$ cat src/rtl/booth_operand_sequencer.sv
// booth_operand_sequencer: FIFO-buffered operand issue and result capture around the booth_multiplier core
//   clock/reset           : rising-edge clock, asynchronous active-high reset
//   in_valid/in_ready     : operand pair input (in_word1 multiplicand, in_word2 multiplier)
//   mul_word1/2, mul_start: operands and one-cycle start pulse to the core
//   mul_ready/mul_product : core status and product
//   out_valid/out_ready   : result handshake (out_product, out_error)
//   pending               : FIFO occupancy
//   optional BOOTH_SEQ_TIMEOUT_EN: watchdog that aborts a stuck job with out_error=1
module booth_operand_sequencer #(
  parameter int l_word = 4,
  parameter int fifo_depth = 4,
  parameter int timeout_cycles = 64
) (
  input  logic                       clock,
  input  logic                       reset,
  input  logic                       in_valid,
  output logic                       in_ready,
  input  logic [l_word-1:0]          in_word1,
  input  logic [l_word-1:0]          in_word2,
  output logic [l_word-1:0]          mul_word1,
  output logic [l_word-1:0]          mul_word2,
  output logic                       mul_start,
  input  logic                       mul_ready,
  input  logic [2*l_word-1:0]        mul_product,
  output logic                       out_valid,
  input  logic                       out_ready,
  output logic [2*l_word-1:0]        out_product,
  output logic                       out_error,
  output logic [$clog2(fifo_depth):0] pending
);
  localparam int AW = $clog2(fifo_depth);
  if (fifo_depth < 2 || (fifo_depth & (fifo_depth - 1)) != 0) begin : g_bad_depth
    $error("fifo_depth must be a power of two >= 2");
  end
  if (timeout_cycles < 1) begin : g_bad_timeout
    $error("timeout_cycles must be >= 1");
  end
  typedef enum logic [2:0] {S_IDLE, S_ISSUE, S_WAIT_BUSY, S_WAIT_DONE, S_HOLD} state_t;
  state_t state_q, state_d;
  logic [l_word-1:0] mem1 [fifo_depth];
  logic [l_word-1:0] mem2 [fifo_depth];
  logic [AW-1:0] wr_q, rd_q;
  logic [AW:0] pend_q;
  logic [l_word-1:0] w1_q, w1_d, w2_q, w2_d, head1, head2;
  logic [2*l_word-1:0] prod_q, prod_d;
  logic err_q, err_d;
  logic full, pop, push, waiting, to;
  assign full = pend_q == (AW+1)'(fifo_depth);
  assign pop = state_q == S_IDLE && pend_q != '0;
  // a full FIFO still accepts when the head leaves in the same cycle
  assign in_ready = !full || pop;
  assign push = in_valid && in_ready;
  assign head1 = mem1[rd_q];
  assign head2 = mem2[rd_q];
  assign waiting = state_q == S_WAIT_BUSY || state_q == S_WAIT_DONE;
  assign mul_start = state_q == S_ISSUE;
  assign out_valid = state_q == S_HOLD;
  assign mul_word1 = w1_q;
  assign mul_word2 = w2_q;
  assign out_product = prod_q;
  assign pending = pend_q;
`ifdef BOOTH_SEQ_TIMEOUT_EN
  localparam int TW = $clog2(timeout_cycles + 1);
  logic [TW-1:0] tcnt_q;
  // fires on the timeout_cycles-th wait cycle
  assign to = waiting && tcnt_q == TW'(timeout_cycles - 1);
  assign out_error = err_q;
  always_ff @(posedge clock or posedge reset)
    if (reset) tcnt_q <= '0;
    else tcnt_q <= state_q == S_ISSUE ? '0 : waiting ? tcnt_q + TW'(1) : tcnt_q;
`else
  assign to = 1'b0;
  assign out_error = 1'b0;
`endif
  always_comb begin
    state_d = state_q;
    w1_d = w1_q;
    w2_d = w2_q;
    prod_d = prod_q;
    err_d = err_q;
    case (state_q)
      S_IDLE:
        if (pop) begin
          // the core never drops ready on a zero operand, so bypass it
          if (head1 == '0 || head2 == '0) begin
            prod_d = '0;
            state_d = S_HOLD;
          end else begin
            w1_d = head1;
            w2_d = head2;
            state_d = S_ISSUE;
          end
        end
      S_ISSUE: state_d = S_WAIT_BUSY;
      S_WAIT_BUSY:
        if (to) begin
          prod_d = '0;
          err_d = 1'b1;
          state_d = S_HOLD;
        end else if (!mul_ready) state_d = S_WAIT_DONE;
      S_WAIT_DONE:
        if (mul_ready) begin
          prod_d = mul_product;
          state_d = S_HOLD;
        end else if (to) begin
          prod_d = '0;
          err_d = 1'b1;
          state_d = S_HOLD;
        end
      S_HOLD:
        if (out_ready) begin
          err_d = 1'b0;
          state_d = S_IDLE;
        end
      default: state_d = S_IDLE;
    endcase
  end
  always_ff @(posedge clock or posedge reset)
    if (reset) begin
      state_q <= S_IDLE;
      wr_q <= '0;
      rd_q <= '0;
      pend_q <= '0;
      w1_q <= '0;
      w2_q <= '0;
      prod_q <= '0;
      err_q <= 1'b0;
    end else begin
      state_q <= state_d;
      wr_q <= push ? wr_q + AW'(1) : wr_q;
      rd_q <= pop ? rd_q + AW'(1) : rd_q;
      pend_q <= pend_q + (AW+1)'(push) - (AW+1)'(pop);
      w1_q <= w1_d;
      w2_q <= w2_d;
      prod_q <= prod_d;
      err_q <= err_d;
    end
  always_ff @(posedge clock)
    if (push) begin
      mem1[wr_q] <= in_word1;
      mem2[wr_q] <= in_word2;
    end
endmodule

$ cat config.mk
export PLATFORM = sky130hd
export DESIGN_NAME = booth_operand_sequencer
export DESIGN_NICKNAME = d
export VERILOG_FILES = /design/src/rtl/booth_operand_sequencer.sv
export SDC_FILE = /design/constraint.sdc
export NUM_CORES = 1
export LEC_CHECK = 0
export ABC_AREA = 0
export BUFFER_PORTS_ARGS = -buffer_cell sky130_fd_sc_hd__buf_2
export CORE_MARGIN = 8
export CORE_UTILIZATION = 49
export DETAILED_ROUTE_END_ITERATION = 7
export PLACE_DENSITY = 0.84
export RECOVER_POWER = 25
export SYNTH_ARGS = -nofsm -noshare
export SYNTH_HDL_FRONTEND = slang
export SYNTH_SLANG_ARGS = --single-unit
$ cat constraint.sdc
create_clock -name clock -period 2.56 [get_ports clock]
set_clock_uncertainty 0.05 [all_clocks]
set_input_delay 0.128 -clock clock [delete_from_list [all_inputs] [get_ports clock]]
set_output_delay 0.128 -clock clock [all_outputs]
set_load 0.02 [all_outputs]
After elaboration in Yosys (flattened, before gate mapping)
Memory sizes are Yosys's and may differ from the RTL's.
Cells that the tools add are included.
- RAM bits: 32
- output and inout bits: 23
- register bits after elaboration: 26
- logic and storage cells: 49
- memories: 2
- add/sub/neg operators: 4
- multiplexer cells: 12
- reduce and logical (&&, ||, !) cells: 13
- eq/ne operators: 10
- bitwise gates (word level): 1
- memory list (name ; words ; bits a word ; read ports ; clocked after Yosys merged registers in ; wr ports ; line ; text):
    mem1 ; 4 ; 4 ; 1 ; 0 ; 1 ; 40 ; logic [l_word-1:0] mem1 [fifo_depth];
    mem2 ; 4 ; 4 ; 1 ; 0 ; 1 ; 41 ; logic [l_word-1:0] mem2 [fifo_depth];
- operator list (kind ; count):
    8-bit two-way mux ; 3
    8-bit case mux with 2 select lines ; 1
    3-bit two-way mux ; 5
    3-bit case mux with 5 select lines ; 1
    4-bit logical NOT ; 2
    4-bit AND reduction ; 2
    3-bit by 2-bit == test with 1-bit output, second input constant ; 2
    3-bit == test, second input constant ; 2
    2-bit != test, second input constant ; 3
    2-bit by 1-bit adder with 2-bit output, second input constant ; 2
    2-bit by 1-bit != test with 1-bit output, second input constant ; 2
    3-bit by 1-bit adder with 3-bit output ; 1
    3-bit by 1-bit == test with 1-bit output, second input constant ; 1
    3-bit logical NOT ; 1
    3-bit AND reduction ; 1
    3-bit nonzero test ; 1
    3-bit by 1-bit subtractor with 3-bit output ; 1
    1-bit logical AND ; 2
    1-bit logical OR ; 2
    1-bit two-way mux ; 2
    2-bit nonzero test ; 1
    1-bit logical NOT ; 1
    1-bit inverter ; 1

Depth between registers and ports, before layout
Gate-level depths: netlist of the first run.
- word-level depth: 6
- mapped depth: 12
- mapped depth without buffers: 11

Least setup slack after synthesis of the first run
Ideal clock, no wire load.
- path type: register to register
- start: register pend_q[1], in the netlist pending[1]
- end: register pend_q[2], in the netlist pending[2]
- arrival: 2572 ps
- path slack: -192 ps
- buffers on the path: 0
- required time: 2380 ps
- setup time: 130 ps
- stages on the path, launching flop included: 11
- cells stage by stage: dfrtp_1 > or4b_1 > and2_1 > inv_1 > ha_1 > inv_1 > ha_1 > inv_1 > fa_1 > xnor2_1 > xnor2_1
- word-level cells in the longest chain between the ends: 6
- RTL lines (what ; line ; text):
    from (decl) ; 43 ; logic [AW:0] pend_q;
    from (signal assigned) ; 132 ; pend_q <= pend_q + (AW+1)'(push) - (AW+1)'(pop);
    3-bit == test / 3-bit nonzero test (equally long branches) ; 48, 49 ;
    1-bit logical NOT / 1-bit logical AND (equally long branches) ; 51, 49 ;
    1-bit logical OR * ; 51 ; assign in_ready = !full || pop;
    via in_ready ; 17 ; output logic in_ready,
    1-bit logical AND * ; 52 ; assign push = in_valid && in_ready;
    3-bit by 1-bit adder with 3-bit output * ; 132 ;
    3-bit by 1-bit subtractor with 3-bit output * ; 132 ;
The timed path passes the listed nets; every way through them passes the cells marked *.
A chain may end at the register's enable or synchronous reset.

Worst setup path after layout of the first run
- start: register pend_q[1], in the netlist pending[1]
- end: register pend_q[2], in the netlist pending[2]
- word-level cells in the longest chain between the ends: 6
- RTL lines (what ; line):
    3-bit == test / 3-bit nonzero test (equally long branches) ; 48, 49
    1-bit logical NOT / 1-bit logical AND (equally long branches) ; 51, 49
    1-bit logical OR ; 51
    1-bit logical AND ; 52
    3-bit by 1-bit adder with 3-bit output ; 132
    3-bit by 1-bit subtractor with 3-bit output * ; 132
Mark *: on every way between the ends. The rest lies on a longest branch, timed or not.

==> results of run 1 <==
==> sequential cells by signal, summed over array words and instances (netlist names) <==
register / cells
out_product: 8
mul_word1: 4
mem2: 16
mul_word2: 4
rd_q: 2
mem1: 16
state_q: 3
wr_q: 2
pending: 3
==> kinds of logic after synthesis <==
family | count (synthesis)
fa+ha+maj | 7
flops | 58
buf+inv | 26
mux | 9
xor+xnor | 6
compound gates | 31
simple gates | 32
other cells | 1
==> per-layer routing <==
metal	wire length (µm)	GRT usage	vias up
met4	72	0.07981	0
met2	2608	0.2290	49
li1	-	-	759
met3	343	0.03868	7
met1	1958	0.1556	771
met5	0	0	-
==> per-stage QoR <==
step,total power [mW],setup slack [ns]
finish,4.202,0.06629
global route,4.461,0.0004656
detailed placement,3.207,0.1210
global placement,3.127,0.1811
floorplan,2.729,0.03433
CTS,4.169,0.1118
==> worst min-delay path, stage by stage <==
cell and delay (ns):
sky130_fd_sc_hd__buf_2 0.09, sky130_fd_sc_hd__inv_1 0.04, sky130_fd_sc_hd__a32oi_1 0.05, sky130_fd_sc_hd__o21ai_0 0.06
==> layout by cell type, fill, tap and decap left out, types with 2 or more instances in the layout <==
master                          count
sky130_fd_sc_hd__a21oi_1            2
sky130_fd_sc_hd__a22o_1             8
sky130_fd_sc_hd__a31oi_1            8
sky130_fd_sc_hd__and3_1             4
sky130_fd_sc_hd__buf_2             33
sky130_fd_sc_hd__buf_4              9
sky130_fd_sc_hd__bufinv_16          2
sky130_fd_sc_hd__clkbuf_1          10
sky130_fd_sc_hd__clkbuf_8           9
sky130_fd_sc_hd__clkinv_4           2
sky130_fd_sc_hd__clkinvlp_4         2
sky130_fd_sc_hd__dfrtp_1           25
sky130_fd_sc_hd__dlygate4sd3_1      9
sky130_fd_sc_hd__edfxtp_1          32
sky130_fd_sc_hd__ha_1               4
sky130_fd_sc_hd__inv_1             15
sky130_fd_sc_hd__inv_2              2
sky130_fd_sc_hd__mux4_2             8
sky130_fd_sc_hd__nand2_1            3
sky130_fd_sc_hd__nor2_1            12
sky130_fd_sc_hd__nor3_1             2
sky130_fd_sc_hd__nor3b_1            2
sky130_fd_sc_hd__nor4_2             2
sky130_fd_sc_hd__o21ai_0            2
sky130_fd_sc_hd__o22ai_1            8
sky130_fd_sc_hd__xnor2_1            5
==> cell type report <==
class                   count  area share
clock inverters             7     0.03240
clock buffers               9     0.03960
well taps                  70     0.02800
repair buffers             61      0.1152
flip-flops and latches     58      0.5156
inverters                  18     0.02240
multi-input cells          86      0.2468
==> worst min-delay path by stage <==
stage	from	to	slack (ns)	depth (start not counted)
3_3_place_gp	in_word1[3]	mem1[3][3]	0.29	1
2_1_floorplan	reset	mul_word1[0]	0.12	1
5_1_grt	out_ready	state_q[2]	0.06	4
3_5_place_dp	in_word1[2]	mem1[2][2]	0.30	1
4_1_cts	out_ready	state_q[2]	0.04	4
6_report	out_ready	state_q[2]	0.04	4
==> power groups by stage <==
stage / logic, mW / clock network [mW] / registers [mW]
floorplan: 1.06 / 0 / 1.67
global placement: 1.62 / 0 / 1.51
detailed placement: 1.68 / 0 / 1.52
CTS: 1.71 / 0.953 / 1.51
global route: 1.93 / 0.988 / 1.54
finish: 1.77 / 0.933 / 1.50
==> what timing repair did <==
| action | in CTS | in global routing |
|---|---|---|
| endpoints found under the hold margin | 58 | 0 |
| hold buffers | 9 | 0 |
| setup buffers | 0 | 3 |
| gates resized for setup | 0 | 7 |
| setup endpoints to repair | 0 | 1 |
==> metrics.json, run 1 <==
{
  "num_antenna_cells": 0,
  "place_inst": 281,
  "power.switching_fraction": 0.3658,
  "synth_top_area_frac": 0.3893,
  "grt_pass1_wl_um": 7776,
  "synth_common_cells": "32 x sky130_fd_sc_hd__edfxtp_1, 26 x sky130_fd_sc_hd__dfrtp_1, 18 x sky130_fd_sc_hd__inv_1",
  "path_clk_slew_ns": 0.07,
  "number_of_top_level_pins": 44,
  "grt_max_degree": 27,
  "worstSetupEndpointType": "flop",
  "max_freq_mhz": 401.0,
  "ys_seq_elements": 58,
  "grt_pass1_vias": 1656,
  "final_wl_um": 4981,
  "area_growth_syn_to_layout_pct": 26.71,
  "drt_iter0_markers": 55,
  "yosys-mux-area-fraction": 0.07755,
  "route.antenna.remaining_nets": 0,
  "cts_buffers": 9,
  "clock_sinks": 58,
  "starting_density": 0.4960,
  "placedInstanceArea_um2": 2780,
  "fp.dieH_um": 86.98,
  "timing.slew.headroom": 0.3715,
  "power.internal_mw": 2.664,
  "cts.root.buffer_cell": "sky130_fd_sc_hd__clkbuf_8",
  "final_non_filler_cell_total": 309,
  "multi_input_comb_area_um2": 772.0,
  "tns_ns": 0,
  "final_min_period_over_clock_period": 0.9741,
  "critical_path_arrival_ns": 2.66,
  "post-route-cell-area_um2": 3128,
  "main_combinational_cell_family_by_area_after_synthesis": "compound AO/OA/AOI/OAI gates",
  "post_synth_inst_count": 170,
  "power_leakage_nw": 1.310,
  "buffer_ports.inserted": 42,
  "die_w_um": 86.98,
  "crit_end": "pending[2]",
  "hold_path.class": "in -> reg",
  "share_seq_of_total_power": 0.357,
  "cts_htree_levels": 3,
  "reg2reg_to": "pending[2]",
  "gp_congestion": 0.7387,
  "synth.net_count": 198,
  "p_sw_mw": 1.537,
  "drtPass1Iterations": 4,
  "row_count": 26,
  "core-area_um2": 4977,
  "worstPathCellList": "or4b_4 > and2_4 > inv_4 > ha_4 > inv_2 > ha_2 > inv_2 > fa_2 > xnor2_2 > xnor2_1",
  "pwr_density_cell_nw_per_um2": 1343,
  "antenna_found_initial": 0,
  "synthesis.area_um2": 2469,
  "ys.warnings.count": 0,
  "path_delay_family": "simple AND/OR/NAND/NOR gates",
  "synth.yosys.seq_area_share": 0.6528,
  "drt_drc_violations_left": 0,
  "crit_path_top_delay_cell": "sky130_fd_sc_hd__or4b_4",
  "worst_pin_slew_ns": 0.9417,
  "clock_latency_ns": 0.34,
  "timing.critical_path.required_ns": 2.73,
  "crit_cells": 10,
  "cp-start-kind": "flop",
  "finalHoldViolations": 0,
  "hold_ws_ns": 0.03827,
  "r2r_cells": 10,
  "setup_viol_count_final": 0,
  "wl_per_cell_um": 16.12,
  "detailed_place_hpwl_um": 3413,
  "critical_path.max_fanout": 6,
  "yosysMostFrequentCell": "sky130_fd_sc_hd__edfxtp_1",
  "grt_overflow": 0,
  "num_vias": 1586,
  "clock_path_buffers": 2,
  "postSynth.topFlopCell": "sky130_fd_sc_hd__edfxtp_1",
  "regToRegSetupSlack_ns": 0.07,
  "critical_path_class": "reg -> reg",
  "power.ir.vdd_worst_uv": 774.6,
  "post_synthesis_share_of_cell_area_spent_on_and_or_nand_and_nor_gates": 0.07197,
  "grt_setup_unrepaired": "false",
  "timing.final.max_slew_violations": 0,
  "critical_path_buf_inv_count": 3,
  "clockPowerShare": 0.222,
  "synth_cell_type_count": 34,
  "synth_edf_count": 32,
  "synth_async_sr_flop_share": 0.4483,
  "cpPeakStageDelay_ns": 0.58,
  "critical_path.reg2reg.startpoint": "pending[1]",
  "yosysTopAreaCell": "sky130_fd_sc_hd__edfxtp_1",
  "synth_compound_gate_area_share": 0.08920,
  "layout.core_utilization": 0.6285,
  "synth-adder-area-share": 0.03852,
  "seqCellArea_um2": 1613,
  "fp.dieArea_um2": 7566,
  "status": "completed",
  "fillerInstances": 374,
  "gr-usage-all-layers": 0.1380,
  "syn_avg_cell_area_um2": 14.52,
  "timing.critical_path.mode_cell": "sky130_fd_sc_hd__inv_2",
  "min_period_ns": 2.494,
  "synth_xor_xnor_area_share": 0.02129,
  "crit_start": "pending[1]",
  "comb_power_share": 0.420,
  "synth_area_leaders": "sky130_fd_sc_hd__edfxtp_1 39%, sky130_fd_sc_hd__dfrtp_1 26%, sky130_fd_sc_hd__mux4_2 7.3%, sky130_fd_sc_hd__ha_1 3.0%, sky130_fd_sc_hd__a22o_1 2.8%",
  "cts_tree": "yes",
  "drt-vias-per-instance": 5.133,
  "cap_viol_max_count": 0,
  "design.final.nets": 262,
  "post_route_cells_drive_above_1_share": 0.3347
}
Power figures use the tool's default switching activity.
==> run 2: changes to the inputs <==
- CORE_MARGIN: 8 -> 3
==> run 2 against run 1 <==
  * Fmax grew 3.2%
  * Total power is 3.3% lower
  * Wire length down 4.6%
  * Global-route usage up 4.0 points
  * Register-to-register slack improved by 0.08 ns
  * Combinational power about the same
  * First-iteration DRC count increased by 140%
  * Worst hold slack better by 0.0042 ns
  * Clock power down 14%
  * Final area is 1.4% lower
  * Largest cell class unchanged
  * Highest routed layer unchanged
==> metrics.json, run 2 (synthesis gave the netlist of run 1 again) <==
{
  "status": "completed",
  "clock_path_buffers": 2,
  "die_w_um": 76.98,
  "grt_pass1_vias": 1657,
  "worstPathCellList": "nor3_1 > or4b_4 > and2_4 > inv_1 > ha_1 > inv_1 > ha_1 > inv_1 > fa_2 > xnor2_2 > xnor2_1",
  "buffer_ports.inserted": 42,
  "drt-vias-per-instance": 5.169,
  "worstSetupEndpointType": "flop",
  "antenna_found_initial": 0,
  "power_leakage_nw": 1.307,
  "drtPass1Iterations": 4,
  "worst_pin_slew_ns": 1.380,
  "clock_sinks": 58,
  "hold_path.class": "in -> reg",
  "tns_ns": 0,
  "setup_viol_count_final": 0,
  "num_antenna_cells": 0,
  "cts_buffers": 9,
  "cts.root.buffer_cell": "sky130_fd_sc_hd__clkbuf_8",
  "final_min_period_over_clock_period": 0.9435,
  "finalHoldViolations": 0,
  "post_route_cells_drive_above_1_share": 0.3208,
  "drt_iter0_markers": 130,
  "fp.dieH_um": 76.98,
  "cap_viol_max_count": 0,
  "critical_path_buf_inv_count": 3,
  "placedInstanceArea_um2": 2784,
  "path_delay_family": "simple AND/OR/NAND/NOR gates",
  "pwr_density_cell_nw_per_um2": 1316,
  "final_wl_um": 4751,
  "drt_drc_violations_left": 0,
  "fp.dieArea_um2": 5926,
  "gp_congestion": 0.7913,
  "gr-usage-all-layers": 0.1776,
  "critical_path_class": "reg -> reg",
  "crit_path_top_delay_cell": "sky130_fd_sc_hd__or4b_4",
  "critical_path_arrival_ns": 2.58,
  "timing.final.max_slew_violations": 0,
  "row_count": 25,
  "layout_common_cells": "35 x sky130_fd_sc_hd__buf_2, 32 x sky130_fd_sc_hd__edfxtp_1, 25 x sky130_fd_sc_hd__dfrtp_1, 18 x sky130_fd_sc_hd__inv_1, 12 x sky130_fd_sc_hd__nor2_1",
  "starting_density": 0.5158,
  "grt_overflow": 0,
  "min_period_ns": 2.415,
  "path_clk_slew_ns": 0.07,
  "timing.critical_path.required_ns": 2.72,
  "design.final.nets": 263,
  "max_freq_mhz": 414.0,
  "clock_latency_ns": 0.33,
  "area_growth_syn_to_layout_pct": 24.99,
  "grt_max_degree": 27,
  "power.ir.vdd_worst_uv": 614.2,
  "route.antenna.remaining_nets": 0,
  "num_vias": 1587,
  "cp-start-kind": "flop",
  "post-route-cell-area_um2": 3085,
  "critical_path.max_fanout": 3,
  "timing.slew.headroom": 0.08030,
  "cts_tree": "yes",
  "fillerInstances": 342,
  "wl_per_cell_um": 15.48,
  "number_of_top_level_pins": 44,
  "grt_setup_unrepaired": "false",
  "timing.critical_path.mode_cell": "sky130_fd_sc_hd__inv_1",
  "final_common_cell": "sky130_fd_sc_hd__buf_2",
  "core-area_um2": 4786,
  "cts_htree_levels": 3,
  "detailed_place_hpwl_um": 3265,
  "grt_pass1_wl_um": 7838,
  "cpPeakStageDelay_ns": 0.52
}
==> run 2: repair_timing <==
action / in CTS / in global routing
buffers inserted: 0 / 3
setup endpoints to repair: 0 / 1
hold endpoints to repair: 58 / 0
hold buffers: 9 / 0
gates resized for setup: 0 / 1
==> run 2: final timing paths <==
kind,slack (ns),cells past startpoint,end,start
worst max-delay path,0.14,11,pending[2],state_q[1]
max in group asynchronous,0.81,4,pending[1],reset
worst min register to register,0.45,1,mul_word1[2],mul_word1[2]
worst max register to register,0.14,11,pending[2],state_q[1]
min in group asynchronous,0.75,4,wr_q[1],reset
worst min-delay path,0.04,3,out_product[5],mul_product[5]
==> run 2: area by class of cell <==
type	count	area, µm²	share of cell area
clock inverters	7	70.07	0.02271
well taps	67	83.83	0.02717
flip-flops and latches	58	1613	0.5227
multi-input cells	86	757.0	0.2453
repair buffers	62	370.4	0.1200
clock buffers	9	123.9	0.04015
inverters	18	67.56	0.02190
==> run 2: worst min-delay path: stages <==
cell	delay [ns]
sky130_fd_sc_hd__buf_2	0.08
sky130_fd_sc_hd__a31oi_1	0.06
sky130_fd_sc_hd__o22ai_1	0.11
==> run 2: where the power goes <==
group	leakage, nW	internal, mW	total (mW)	switching (mW)
registers	0.604	1.33	1.52	0.188
clock network	0.0889	0.445	0.807	0.363
logic	0.614	0.777	1.74	0.959
==> run 2: per-layer routing <==
metal	vias up	share of wire	GRT usage
li1	759	-	-
met1	781	0.44	0.2179
met2	39	0.49	0.2805
met3	8	0.042	0.05869
met4	0	0.022	0.09253
met5	-	0	0
==> run 2: through the flow <==
stage | power (mW) | std cells | utilization | hold slack [ns] | setup slack (ns)
after floorplan | 2.729 | 170 | - | 0.1179 | 0.03433
after global placement | 3.118 | 279 | 0.5817 | 0.1440 | 0.1805
after detailed placement | 3.206 | 279 | 0.5817 | 0.1519 | 0.07017
after CTS | 4.034 | 304 | 0.6410 | 0.03110 | 0.04848
after global routing | 4.329 | 307 | 0.6447 | 0.05388 | 0.02674
final | 4.061 | 307 | 0.6447 | 0.04245 | 0.1447
